[config.mk]
export PLATFORM = sky130hd
export DESIGN_NAME = hazard_ctrl_flat
export DESIGN_NICKNAME = d
export VERILOG_FILES = /design/src/rtl/hazard_ctrl_pkg.sv /design/src/rtl/hazard_ctrl_if.sv /design/src/rtl/hazard_ctrl_md_seq.sv /design/src/rtl/hazard_ctrl.sv /design/src/flat_wrapper.sv
export SDC_FILE = /design/constraint.sdc
export NUM_CORES = 1
export LEC_CHECK = 0
export CORE_ASPECT_RATIO = 1.1
export CORE_MARGIN = 5
export CORE_UTILIZATION = 39
export CTS_CLUSTER_SIZE = 8
export DETAILED_ROUTE_END_ITERATION = 8
export MAX_ROUTING_LAYER = met4
export PLACE_DENSITY = 0.68
export SLEW_MARGIN = 20
export SYNTH_ARGS = -nofsm -noshare
export SYNTH_HDL_FRONTEND = slang
export SYNTH_HIERARCHICAL = 1
export SYNTH_SLANG_ARGS = --single-unit
[constraint.sdc]
create_clock -name clk -period 2.37 [get_ports clk]
set_input_delay 0.237 -clock clk [delete_from_list [all_inputs] [get_ports clk]]
set_output_delay 0.237 -clock clk [all_outputs]
set_load 0.03 [all_outputs]
[src/rtl/hazard_ctrl_pkg.sv]
// Shared encodings and defaults for the pipeline hazard controller.
// Tuse/Tnew codes count cycles until a value is needed / forwardable.
package hazard_ctrl_pkg;

  localparam int unsigned REG_W       = 5;
  localparam int unsigned T_W         = 2;
  localparam int unsigned STALL_CNT_W = 32;

  localparam int unsigned MULT_CYC_DEF = 5;
  localparam int unsigned DIV_CYC_DEF  = 10;

  localparam logic [T_W-1:0] T0 = 2'd0;
  localparam logic [T_W-1:0] T1 = 2'd1;
  localparam logic [T_W-1:0] T2 = 2'd2;

  typedef enum logic {
    MD_IDLE = 1'b0,
    MD_BUSY = 1'b1
  } md_state_e;

  // A source hits a producer when it reads a live register the producer writes
  // and needs it before the producer can forward it.
  function automatic logic haz_hit(input logic             use_src,
                                   input logic [REG_W-1:0] src,
                                   input logic [T_W-1:0]   tuse,
                                   input logic [REG_W-1:0] dst,
                                   input logic [T_W-1:0]   tnew);
    return use_src && (src != '0) && (dst == src) && (tuse < tnew);
  endfunction

endpackage

[src/rtl/hazard_ctrl_if.sv]
// Decode-side view of the hazard controller: ID sources, EX/MEM producers,
// MD unit start, flush, and the resulting stall/busy indications.
interface hazard_ctrl_if;
  import hazard_ctrl_pkg::*;

  logic [REG_W-1:0]       IDRs;
  logic [REG_W-1:0]       IDRt;
  logic                   IDUseRs;
  logic                   IDUseRt;
  logic [T_W-1:0]         IDTuseRs;
  logic [T_W-1:0]         IDTuseRt;
  logic                   IDMdOp;
  logic [REG_W-1:0]       EXRegDst;
  logic [REG_W-1:0]       MEMRegDst;
  logic [T_W-1:0]         EXTnew;
  logic [T_W-1:0]         MEMTnew;
  logic                   EXMdStart;
  logic                   EXMdIsDiv;
  logic                   ExcFlush;
  logic                   Stall;
  logic                   MdBusy;
  logic                   MdDone;
  logic [STALL_CNT_W-1:0] StallCnt;

  modport master (
    output IDRs, IDRt, IDUseRs, IDUseRt, IDTuseRs, IDTuseRt, IDMdOp,
    output EXRegDst, MEMRegDst, EXTnew, MEMTnew, EXMdStart, EXMdIsDiv, ExcFlush,
    input  Stall, MdBusy, MdDone, StallCnt
  );

  modport slave (
    input  IDRs, IDRt, IDUseRs, IDUseRt, IDTuseRs, IDTuseRt, IDMdOp,
    input  EXRegDst, MEMRegDst, EXTnew, MEMTnew, EXMdStart, EXMdIsDiv, ExcFlush,
    output Stall, MdBusy, MdDone, StallCnt
  );

endinterface

[src/rtl/hazard_ctrl_md_seq.sv]
// Multiply/divide occupancy sequencer: loads a cycle count on start and
// counts down, flagging busy and a done pulse on the final busy cycle.
module md_seq
  import hazard_ctrl_pkg::*;
#(
  parameter int unsigned MULT_CYC = MULT_CYC_DEF,
  parameter int unsigned DIV_CYC  = DIV_CYC_DEF,
  parameter int unsigned CNT_W    = 4
) (
  input  logic clk,
  input  logic rst_n,
  input  logic md_start,
  input  logic md_is_div,
  input  logic flush,
  output logic md_busy,
  output logic md_done
);

  md_state_e        state_q, state_d;
  logic [CNT_W-1:0] cnt_q, cnt_d;
  logic [CNT_W-1:0] load_val;
  logic             start_ok;

  assign start_ok = md_start && !flush;
  assign load_val = md_is_div ? CNT_W'(DIV_CYC) : CNT_W'(MULT_CYC);

  always_ff @(posedge clk or negedge rst_n) begin
    if (!rst_n) begin
      state_q <= MD_IDLE;
      cnt_q   <= '0;
      md_busy <= 1'b0;
      md_done <= 1'b0;
    end else begin
      state_q <= state_d;
      cnt_q   <= cnt_d;
      md_busy <= (state_d == MD_BUSY);
      md_done <= (state_d == MD_BUSY) && (cnt_d == CNT_W'(1));
    end
  end

  // A start while busy is illegal but still reloads, so a bad program degrades predictably.
  always_comb begin
    state_d = state_q;
    cnt_d   = cnt_q;
    unique case (state_q)
      MD_IDLE: begin
        if (start_ok) begin
          state_d = MD_BUSY;
          cnt_d   = load_val;
        end
      end
      MD_BUSY: begin
        if (start_ok) begin
          cnt_d = load_val;
        end else if (cnt_q == CNT_W'(1)) begin
          state_d = MD_IDLE;
          cnt_d   = '0;
        end else begin
          cnt_d = cnt_q - CNT_W'(1);
        end
      end
      default: begin
        state_d = MD_IDLE;
        cnt_d   = '0;
      end
    endcase
  end

  a_no_start_while_busy: assert property (
    @(posedge clk) disable iff (!rst_n) !((state_q == MD_BUSY) && md_start)
  );

endmodule

[src/rtl/hazard_ctrl.sv]
// Pipeline hazard controller: stalls ID on unforwardable RAW hazards and on
// HI/LO access while the MD unit is occupied, and counts stall cycles.
module hazard_ctrl
  import hazard_ctrl_pkg::*;
#(
  parameter int unsigned MULT_CYC = MULT_CYC_DEF,
  parameter int unsigned DIV_CYC  = DIV_CYC_DEF,
  parameter int unsigned CNT_W    = 4
) (
  input  logic         clk,
  input  logic         rst_n,
  hazard_ctrl_if.slave hif
);

  logic                   haz_rs_ex, haz_rt_ex, haz_rs_mem, haz_rt_mem;
  logic                   haz_md;
  logic                   stall_c;
  logic                   md_busy, md_done;
  logic [STALL_CNT_W-1:0] stall_cnt_q;

  assign haz_rs_ex  = haz_hit(hif.IDUseRs, hif.IDRs, hif.IDTuseRs, hif.EXRegDst,  hif.EXTnew);
  assign haz_rt_ex  = haz_hit(hif.IDUseRt, hif.IDRt, hif.IDTuseRt, hif.EXRegDst,  hif.EXTnew);
  assign haz_rs_mem = haz_hit(hif.IDUseRs, hif.IDRs, hif.IDTuseRs, hif.MEMRegDst, hif.MEMTnew);
  assign haz_rt_mem = haz_hit(hif.IDUseRt, hif.IDRt, hif.IDTuseRt, hif.MEMRegDst, hif.MEMTnew);

  // The op being started in EX already occupies the unit from ID's point of view.
  assign haz_md  = hif.IDMdOp && (md_busy || hif.EXMdStart);
  assign stall_c = (haz_rs_ex || haz_rt_ex || haz_rs_mem || haz_rt_mem || haz_md)
                   && !hif.ExcFlush;

  md_seq #(
    .MULT_CYC (MULT_CYC),
    .DIV_CYC  (DIV_CYC),
    .CNT_W    (CNT_W)
  ) u_md_seq (
    .clk       (clk),
    .rst_n     (rst_n),
    .md_start  (hif.EXMdStart),
    .md_is_div (hif.EXMdIsDiv),
    .flush     (hif.ExcFlush),
    .md_busy   (md_busy),
    .md_done   (md_done)
  );

  // Saturating stall-cycle counter.
  always_ff @(posedge clk or negedge rst_n) begin
    if (!rst_n) begin
      stall_cnt_q <= '0;
    end else if (stall_c && (stall_cnt_q != '1)) begin
      stall_cnt_q <= stall_cnt_q + STALL_CNT_W'(1);
    end
  end

  assign hif.Stall    = stall_c;
  assign hif.MdBusy   = md_busy;
  assign hif.MdDone   = md_done;
  assign hif.StallCnt = stall_cnt_q;

endmodule

[src/flat_wrapper.sv]
// flat-port wrapper written by rule: the top's interface ports become plain ports
module hazard_ctrl_flat import hazard_ctrl_pkg::*;
#(
  parameter int unsigned MULT_CYC = MULT_CYC_DEF,
  parameter int unsigned DIV_CYC  = DIV_CYC_DEF,
  parameter int unsigned CNT_W    = 4
)
  (clk, rst_n, hif_IDRs, hif_IDRt, hif_IDUseRs, hif_IDUseRt, hif_IDTuseRs, hif_IDTuseRt, hif_IDMdOp, hif_EXRegDst, hif_MEMRegDst, hif_EXTnew, hif_MEMTnew, hif_EXMdStart, hif_EXMdIsDiv, hif_ExcFlush, hif_Stall, hif_MdBusy, hif_MdDone, hif_StallCnt);
  hazard_ctrl_if hif_i ();
  input  logic clk;
  input  logic rst_n;
  input wire logic [$bits(hif_i.IDRs)-1:0] hif_IDRs;
  input wire logic [$bits(hif_i.IDRt)-1:0] hif_IDRt;
  input wire logic [$bits(hif_i.IDUseRs)-1:0] hif_IDUseRs;
  input wire logic [$bits(hif_i.IDUseRt)-1:0] hif_IDUseRt;
  input wire logic [$bits(hif_i.IDTuseRs)-1:0] hif_IDTuseRs;
  input wire logic [$bits(hif_i.IDTuseRt)-1:0] hif_IDTuseRt;
  input wire logic [$bits(hif_i.IDMdOp)-1:0] hif_IDMdOp;
  input wire logic [$bits(hif_i.EXRegDst)-1:0] hif_EXRegDst;
  input wire logic [$bits(hif_i.MEMRegDst)-1:0] hif_MEMRegDst;
  input wire logic [$bits(hif_i.EXTnew)-1:0] hif_EXTnew;
  input wire logic [$bits(hif_i.MEMTnew)-1:0] hif_MEMTnew;
  input wire logic [$bits(hif_i.EXMdStart)-1:0] hif_EXMdStart;
  input wire logic [$bits(hif_i.EXMdIsDiv)-1:0] hif_EXMdIsDiv;
  input wire logic [$bits(hif_i.ExcFlush)-1:0] hif_ExcFlush;
  output wire logic [$bits(hif_i.Stall)-1:0] hif_Stall;
  output wire logic [$bits(hif_i.MdBusy)-1:0] hif_MdBusy;
  output wire logic [$bits(hif_i.MdDone)-1:0] hif_MdDone;
  output wire logic [$bits(hif_i.StallCnt)-1:0] hif_StallCnt;
  assign hif_i.IDRs = hif_IDRs;
  assign hif_i.IDRt = hif_IDRt;
  assign hif_i.IDUseRs = hif_IDUseRs;
  assign hif_i.IDUseRt = hif_IDUseRt;
  assign hif_i.IDTuseRs = hif_IDTuseRs;
  assign hif_i.IDTuseRt = hif_IDTuseRt;
  assign hif_i.IDMdOp = hif_IDMdOp;
  assign hif_i.EXRegDst = hif_EXRegDst;
  assign hif_i.MEMRegDst = hif_MEMRegDst;
  assign hif_i.EXTnew = hif_EXTnew;
  assign hif_i.MEMTnew = hif_MEMTnew;
  assign hif_i.EXMdStart = hif_EXMdStart;
  assign hif_i.EXMdIsDiv = hif_EXMdIsDiv;
  assign hif_i.ExcFlush = hif_ExcFlush;
  assign hif_Stall = hif_i.Stall;
  assign hif_MdBusy = hif_i.MdBusy;
  assign hif_MdDone = hif_i.MdDone;
  assign hif_StallCnt = hif_i.StallCnt;
  hazard_ctrl #(.MULT_CYC(MULT_CYC), .DIV_CYC(DIV_CYC), .CNT_W(CNT_W)) u_core (.clk(clk), .rst_n(rst_n), .hif(hif_i));
endmodule
==> qor.yml, run 1 <==
power_and_ir_drop:
  leakagePower_nw: 1.32
  p_per_area_nw_per_um2: 634
  p_switching_mw: 0.770
  ir_drop_uv: 494
  swShare_pct: 36.5
  clockPowerShare_pct: 21.5
  intPower_mw: 1.34
  seqPwrFrac_pct: 41.7
  combPwrFrac_pct: 36.9
worst_setup_path:
  cp.required_ns: 2.13
  worstReg2RegStart: "u_core/hif.StallCnt[0]"
  r2r-end: "u_core/hif.StallCnt[1]"
  reg2reg_depth: 6
  end_kind: "primary output"
  r2r_slack_ns: 0.33
  cp.arrival_ns: 2.04
  cp_max_fo: 12
  startpoint_type: "input port"
  critical_path_class: "in -> out"
route:
  via_per_inst: 5.09
  final_antenna_net_count: 0
  wl_um: 5670
  wl_per_cell_um: 14.7
  via_count: 1969
  drtIter0Drc: 48
  dr.pass1.iters: 4
  drc_errors: 0
sta:
  hold_slack_ns: 0.0546
  slew_headroom_pct: 43.8
  fin_setup_tns_ns: 0
  post-route-period-util_pct: 96.2
  finalMaxSlewViolations: 0
  finClkSkew_ns: 0.00482
  setup_viol: 0
  clock.fmax_mhz: 439
  min_period_ns: 2.28
  hold_viol_final: 0
  max_slew.worst_pin.slew_ns: 0.843
logic_synthesis:
  syn_avg_cell_area_um2: 10.6
  syn_area_um2: 2420
  synth-edff-count: 0
  async_flop_share_pct: 100
  synthCells: 229
  synth-seq-cells: 38
  synthFlopType: "dfrtp_1"
  yosysSeqAreaShare_pct: 39.2
  yosysWarnings: 6
  synth.distinct_cells: 41
  syn-num-nets: 272
global_routing:
  grt_max_degree: 39
  first_global_vias: 1986
  grt_overflow: 0
  grt_first_pass_wirelength_um: 9470
  grt_antenna_before_repair: 0
  grt_util_all_layers_pct: 14.9
cts:
  cts_setup_buffers: 0
  cts_sinks: 38
  holdBufCountCts: 0
  path_clk_slew_ns: 0.07
  cts_root_buf: "clkbuf_8"
  clk_path_buf_depth: 2
  cts_tree: "yes"
  numCtsBuffers: 5
  clk-insertion-delay-late_ns: 0.28
  cts_max_level: 2
layout:
  n_antenna_cell: 0
  layout_common_cells: "clkdlybuf4s50_1 (68), dfrtp_1 (38), xnor2_1 (30)"
  layout-drive-gt1-share_pct: 14.0
  fillers: 557
  nets: 349
  mostFrequentLayoutCell: "clkdlybuf4s50_1"
  area_delta_synth_final_pct: 37.2
floorplan:
  die_x_um: 85.2
  fp.dieH_um: 92.7
  die_area_um2: 7890
  io_pins: 71
  rows: 30
  start_util_pct: 39.6
  coreArea_um2: 6120
status:
  status: "finished clean"
job:
  drv_cap: 0
worst_hold_path:
  hp-class: "in -> async"
placement:
  place_congestion: 0.927
  hpwl_um: 4350
  io_buffers: 70
## cells by family after synthesis
group           after synthesis  synth area share (%)
compound gates               22                  6.81
xor+xnor                     50                  18.1
fa+ha+maj                     7                  3.61
buf+inv                      14                  4.34
flops                        38                  39.2
mux                           1                 0.465
simple gates                 97                  27.5
## cell usage after synthesis (6+ instances only)
cell | instances | area (µm²)
xor2_1 | 20 | 175
ha_1 | 7 | 87.6
inv_1 | 6 | 22.5
nand3_2 | 10 | 100
nand4_1 | 16 | 100
nor3_1 | 8 | 40.0
nand2_1 | 12 | 45.0
and3_1 | 9 | 56.3
xnor2_1 | 30 | 263
nand3_1 | 7 | 35.0
dfrtp_1 | 38 | 951
## timing repair
item	4_1_cts	5_1_grt
pin swaps	0	0
endpoints found under the setup margin	1	1
gates resized for setup	1	7
## how the worst max path moves through the flow
stage	startpoint	depth (start not counted)	slack [ns]	endpoint
global route	hif_MEMTnew[1]	8	-0.03	hif_Stall
CTS	hif_EXTnew[1]	8	0.05	hif_Stall
global placement	hif_EXTnew[1]	9	-0.01	u_core/hif.StallCnt[28]
floorplan	u_core/hif.StallCnt[0]	8	0.26	u_core/hif.StallCnt[1]
finish	hif_EXTnew[1]	8	0.09	hif_Stall
detailed placement	hif_EXTnew[1]	9	-0.01	u_core/hif.StallCnt[18]
## per-stage QoR
stage,util [%],total power [mW],std cells,instance area (µm²),setup WS [ns]
after floorplan,-,1.37,229,2420,0.255
after global placement,52.2,1.65,379,3190,-0.0127
after detailed placement,52.2,1.66,379,3190,-0.0133
after CTS,53.8,2.11,387,3290,0.0455
after global routing,54.4,2.25,387,3330,-0.0252
final,54.4,2.11,387,3330,0.0905
## metal layers
metal,routed length [µm],GRT usage [%],vias up
met1,2630,20.0,939
met2,2820,22.9,47
met3,192,3.38,6
met4,31,3.69,0
li1,-,-,977
met5,0,-,-
## area by class of cell
cell class | instances | area, µm² | share of cell area [%]
Tap cell | 80 | 100 | 3.01
Timing Repair Buffer | 78 | 761 | 22.9
Inverter | 6 | 22.5 | 0.677
Multi-Input combinational cell | 177 | 1400 | 42.1
Clock inverter | 1 | 5.00 | 0.150
Sequential cell | 38 | 951 | 28.6
Clock buffer | 7 | 86.3 | 2.60
## sequential cells by signal, summed over array words and instances, names as in the netlist
name                     flops
u_core/hif.StallCnt         32
u_core/u_md_seq/cnt_q        4
u_core/u_md_seq/md_done      1
u_core/u_md_seq/state_q      1
## power groups by stage
stage / combinational, mW / sequential, mW / clock, mW
after floorplan: 0.389 / 0.979 / 0
final: 0.777 / 0.878 / 0.452
after detailed placement: 0.766 / 0.890 / 0
after global routing: 0.851 / 0.900 / 0.499
after global placement: 0.760 / 0.886 / 0
after CTS: 0.771 / 0.879 / 0.465
## critical path, stage by stage
cell             delay [ns]
clkdlybuf4s50_1        0.46
inv_1                  0.06
ha_1                   0.29
a211oi_2               0.26
a22oi_2                0.11
o221ai_4               0.26
buf_8                  0.19
buf_4                  0.17
No activity file was read; power rests on OpenSTA's default activity.
==> run 2, diff against run 1 <==
Settings changed: SKIP_LAST_GASP from default to 1, SLEW_MARGIN 20 to default.
==> results of run 2 <==
No change in the layout: final DEF, timing and power equal those of run 1.
==> run 3, diff against run 2 <==
Settings changed: PLACE_DENSITY 0.68 to 0.69, SYNTH_HIERARCHICAL 1 to default.
==> qor.yml, run 3 <==
layout:
  nets: 380  # +8.9%
  mostFrequentLayoutCell: "clkdlybuf4s50_1"
  fin_util_pct: 59.9  # +5.6 points
  area_delta_synth_final_pct: 50.1
  final_cells: 415  # +7.2%
  design_area_um2: 3460  # +4.0%
  n_antenna_cell: 0  # unchanged
  layout_common_cells: "clkdlybuf4s50_1 (68), xor2_1 (47), dfrtp_1 (37)"
  layout-drive-gt1-share_pct: 18.9  # +4.9 points
  largest_reg_flops: 32  # unchanged
  fillers: 494  # -11%
worst_setup_path:
  worstReg2RegStart: "u_core.hif.StallCnt[14]"
  crit_family: "buffers and inverters"
  slowest_stage: "clkdlybuf4s50_1"
  r2r_slack_ns: 0.15  # -0.18 ns
  cp.required_ns: 2.13  # about the same
  critical_path_class: "in -> out"
  end_kind: "primary output"
  critPathCapture: "hif_Stall"
  r2r-end: "u_core.hif.StallCnt[1]"
  cp_max_fo: 10  # -2
  cp-startpoint: "hif_IDRs[3]"
  reg2reg_depth: 7  # +1
  cp.arrival_ns: 2.03  # about the same
  slowest_delay_ns: 0.44  # -0.02 ns
  cp_cell_sequence: "clkdlybuf4s50_1, buf_4, xor2_1, nor4_2, nand3_1, a21oi_2, nor3_4, buf_12, inv_1, buf_6"
  startpoint_type: "input port"
  path_depth: 10  # +2
  cp_num_buf_inv: 5  # +1
job:
  drv_cap: 0  # unchanged
route:
  drc_errors: 0  # unchanged
  drtIter0Drc: 38  # -21%
  wl_um: 5690  # +0.32%
  dr.pass1.iters: 4  # unchanged
  via_count: 2091  # +6.2%
  final_antenna_net_count: 0  # unchanged
  via_per_inst: 5.04  # -0.97%
  wl_per_cell_um: 13.7  # -6.5%
sta:
  fin_ws_ns: 0.104  # +0.0134 ns
  post-route-period-util_pct: 95.6  # -0.56 points
  finalMaxSlewViolations: 0  # unchanged
  max_slew.worst_pin.slew_ns: 0.841  # -0.00263 ns
  hold_viol_final: 0  # unchanged
  slew_headroom_pct: 44.0  # +0.17 points
  clock.fmax_mhz: 441  # +0.59%
  fin_setup_tns_ns: 0  # unchanged
  min_period_ns: 2.27  # -0.0134 ns
  finClkSkew_ns: 0.0112  # +0.00636 ns
  setup_viol: 0  # unchanged
  hold_slack_ns: 0.0525  # -0.00216 ns
global_routing:
  grt_max_degree: 39  # unchanged
  busiest_layer: "met2"
  first_global_vias: 2054  # +3.4%
  grt_antenna_before_repair: 0  # unchanged
  grt_util_all_layers_pct: 15.1  # +0.22 points
  grt_use_met3_pct: 5.11  # +1.7 points
  globalRouteMet2Util_pct: 25.7  # +2.7 points
  use_met1_pct: 17.6  # -2.4 points
  grt_overflow: 0  # unchanged
  grt_first_pass_wirelength_um: 9220  # -2.6%
floorplan:
  die_x_um: 83.3  # -2.2%
  io_pins: 71  # unchanged
  rows: 29  # -3.3%
  start_util_pct: 39.9  # +0.31 points
  die_area_um2: 7550  # -4.4%
  fp.dieH_um: 90.6  # -2.2%
  coreArea_um2: 5770  # -5.7%
placement:
  dpl.cell_count: 405  # +6.9%
  place_area_um2: 3260  # +2.1%
  hpwl_um: 4480  # +3.0%
  place_ws_ns: -0.390  # -0.377 ns
  io_buffers: 70  # unchanged
  place_congestion: 0.898  # -3.1%
cts:
  cts_root_buf: "clkbuf_8"
  cts_max_level: 2  # unchanged
  cts_sinks: 38  # unchanged
  clk_path_buf_depth: 2  # unchanged
  path_clk_slew_ns: 0.07  # about the same
  holdBufCountCts: 0  # unchanged
  numCtsBuffers: 5  # unchanged
  clk-insertion-delay-late_ns: 0.29  # about the same
  cts_tree: "yes"
power_and_ir_drop:
  p_per_area_nw_per_um2: 615  # -2.9%
  power_mw: 2.13  # +0.92%
  p_switching_mw: 0.762  # -1.0%
  seqPwrFrac_pct: 41.6  # about the same
  leakagePower_nw: 1.55  # +17%
  combPwrFrac_pct: 38.6  # +1.7 points
  intPower_mw: 1.36  # +2.1%
  ir_drop_uv: 299  # -39%
  swShare_pct: 35.8  # -0.71 points
  clockPowerShare_pct: 19.8  # -1.7 points
worst_hold_path:
  hp-class: "in -> async"
logic_synthesis:
  syn_area_um2: 2300  # -5.0%
  yosysWarnings: 0  # -6
  synth_top_area_share_pct: 41.3  # +2.0 points
  syn-num-nets: 283  # +4.0%
  yosysSeqAreaShare_pct: 41.3  # +2.0 points
  netlist_top_cells_area: "dfrtp_1 (41%), xor2_1 (18%), ha_1 (3.8%)"
  async_flop_share_pct: 100  # unchanged
  synthFlopType: "dfrtp_1"
  syn_avg_cell_area_um2: 9.60  # -9.3%
  yosysMostFrequentCell: "xor2_1"
  synth-edff-count: 0  # unchanged
  synth.distinct_cells: 37  # -9.8%
  ys_top_cells_by_count: "xor2_1 (47), dfrtp_1 (38), nand2_1 (17), nor3_1 (16), nand3_1 (15)"
  synthCells: 240  # +4.8%
  synth_area_leader_cell: "dfrtp_1"
  synth-seq-cells: 38  # unchanged
status:
  status: "finished clean"
-- run 3: cell types whose count changed in the layout (fill, tap and decap cells not counted), sizes merged, moves of 6 or more --
cell	change
xor2	+27
xnor2	-26
buf	+19
nand4	-11
nor3	+9
nor2	+7
nor4	+6
o21ai	+6
-- run 3: power groups by stage --
stage          sequential (mW)  combinational, mW  clock, mW
6_report                 0.884              0.822      0.421
4_1_cts                  0.883              0.806      0.430
3_3_place_gp             0.893              0.786          0
5_1_grt                  0.901              0.893      0.458
3_5_place_dp             0.895              0.798          0
2_1_floorplan             1.03              0.281          0
-- run 3: kinds of logic (layout without fill, tap and decap cells) --
family | Yosys count | count (layout) | synth area share [%]
compound gates | 16 | 16 | 3.69
xor+xnor | 51 | 51 | 19.4
fa+ha+maj | 7 | 7 | 3.80
buf+inv | 14 | 112 | 2.82
flops | 38 | 38 | 41.3
mux | 2 | 2 | 0.923
simple gates | 112 | 112 | 28.1
-- run 3: layout make-up --
type,instances,area (µm²),area share (%)
timing repair buffer,97,912,26.4
clock buffer,6,72.6,2.10
multi-input combinational,188,1390,40.2
clock inverter,2,10.0,0.289
inverter,7,26.3,0.760
sequential,38,952,27.5
tap,77,96.3,2.79
-- run 3: routing by layer --
metal | vias to the layer above | share of wire, %
met2 | 71 | 48
met5 | - | 0
met1 | 976 | 43
met3 | 6 | 8.5
li1 | 1038 | -
met4 | 0 | 0.91
-- run 3: worst min path at each step --
stage / endpoint / startpoint / slack (ns) / cells after the start
final: u_core.hif.StallCnt[22] / rst_n / 0.05 / 1
after global routing: u_core.hif.StallCnt[22] / rst_n / 0.13 / 1
after CTS: u_core.hif.StallCnt[27] / rst_n / 0.07 / 1
after detailed placement: u_core.hif.StallCnt[15] / rst_n / 0.38 / 1
after global placement: u_core.hif.StallCnt[18] / rst_n / 0.39 / 1
after floorplan: u_core.hif.StallCnt[0] / rst_n / -0.06 / 0
-- run 3: what timing repair did --
action	CTS	global route
endpoints found under the hold margin	0	0
pin swaps	1	8
setup buffers	1	1
setup endpoints to repair	7	21
gates resized for setup	2	19
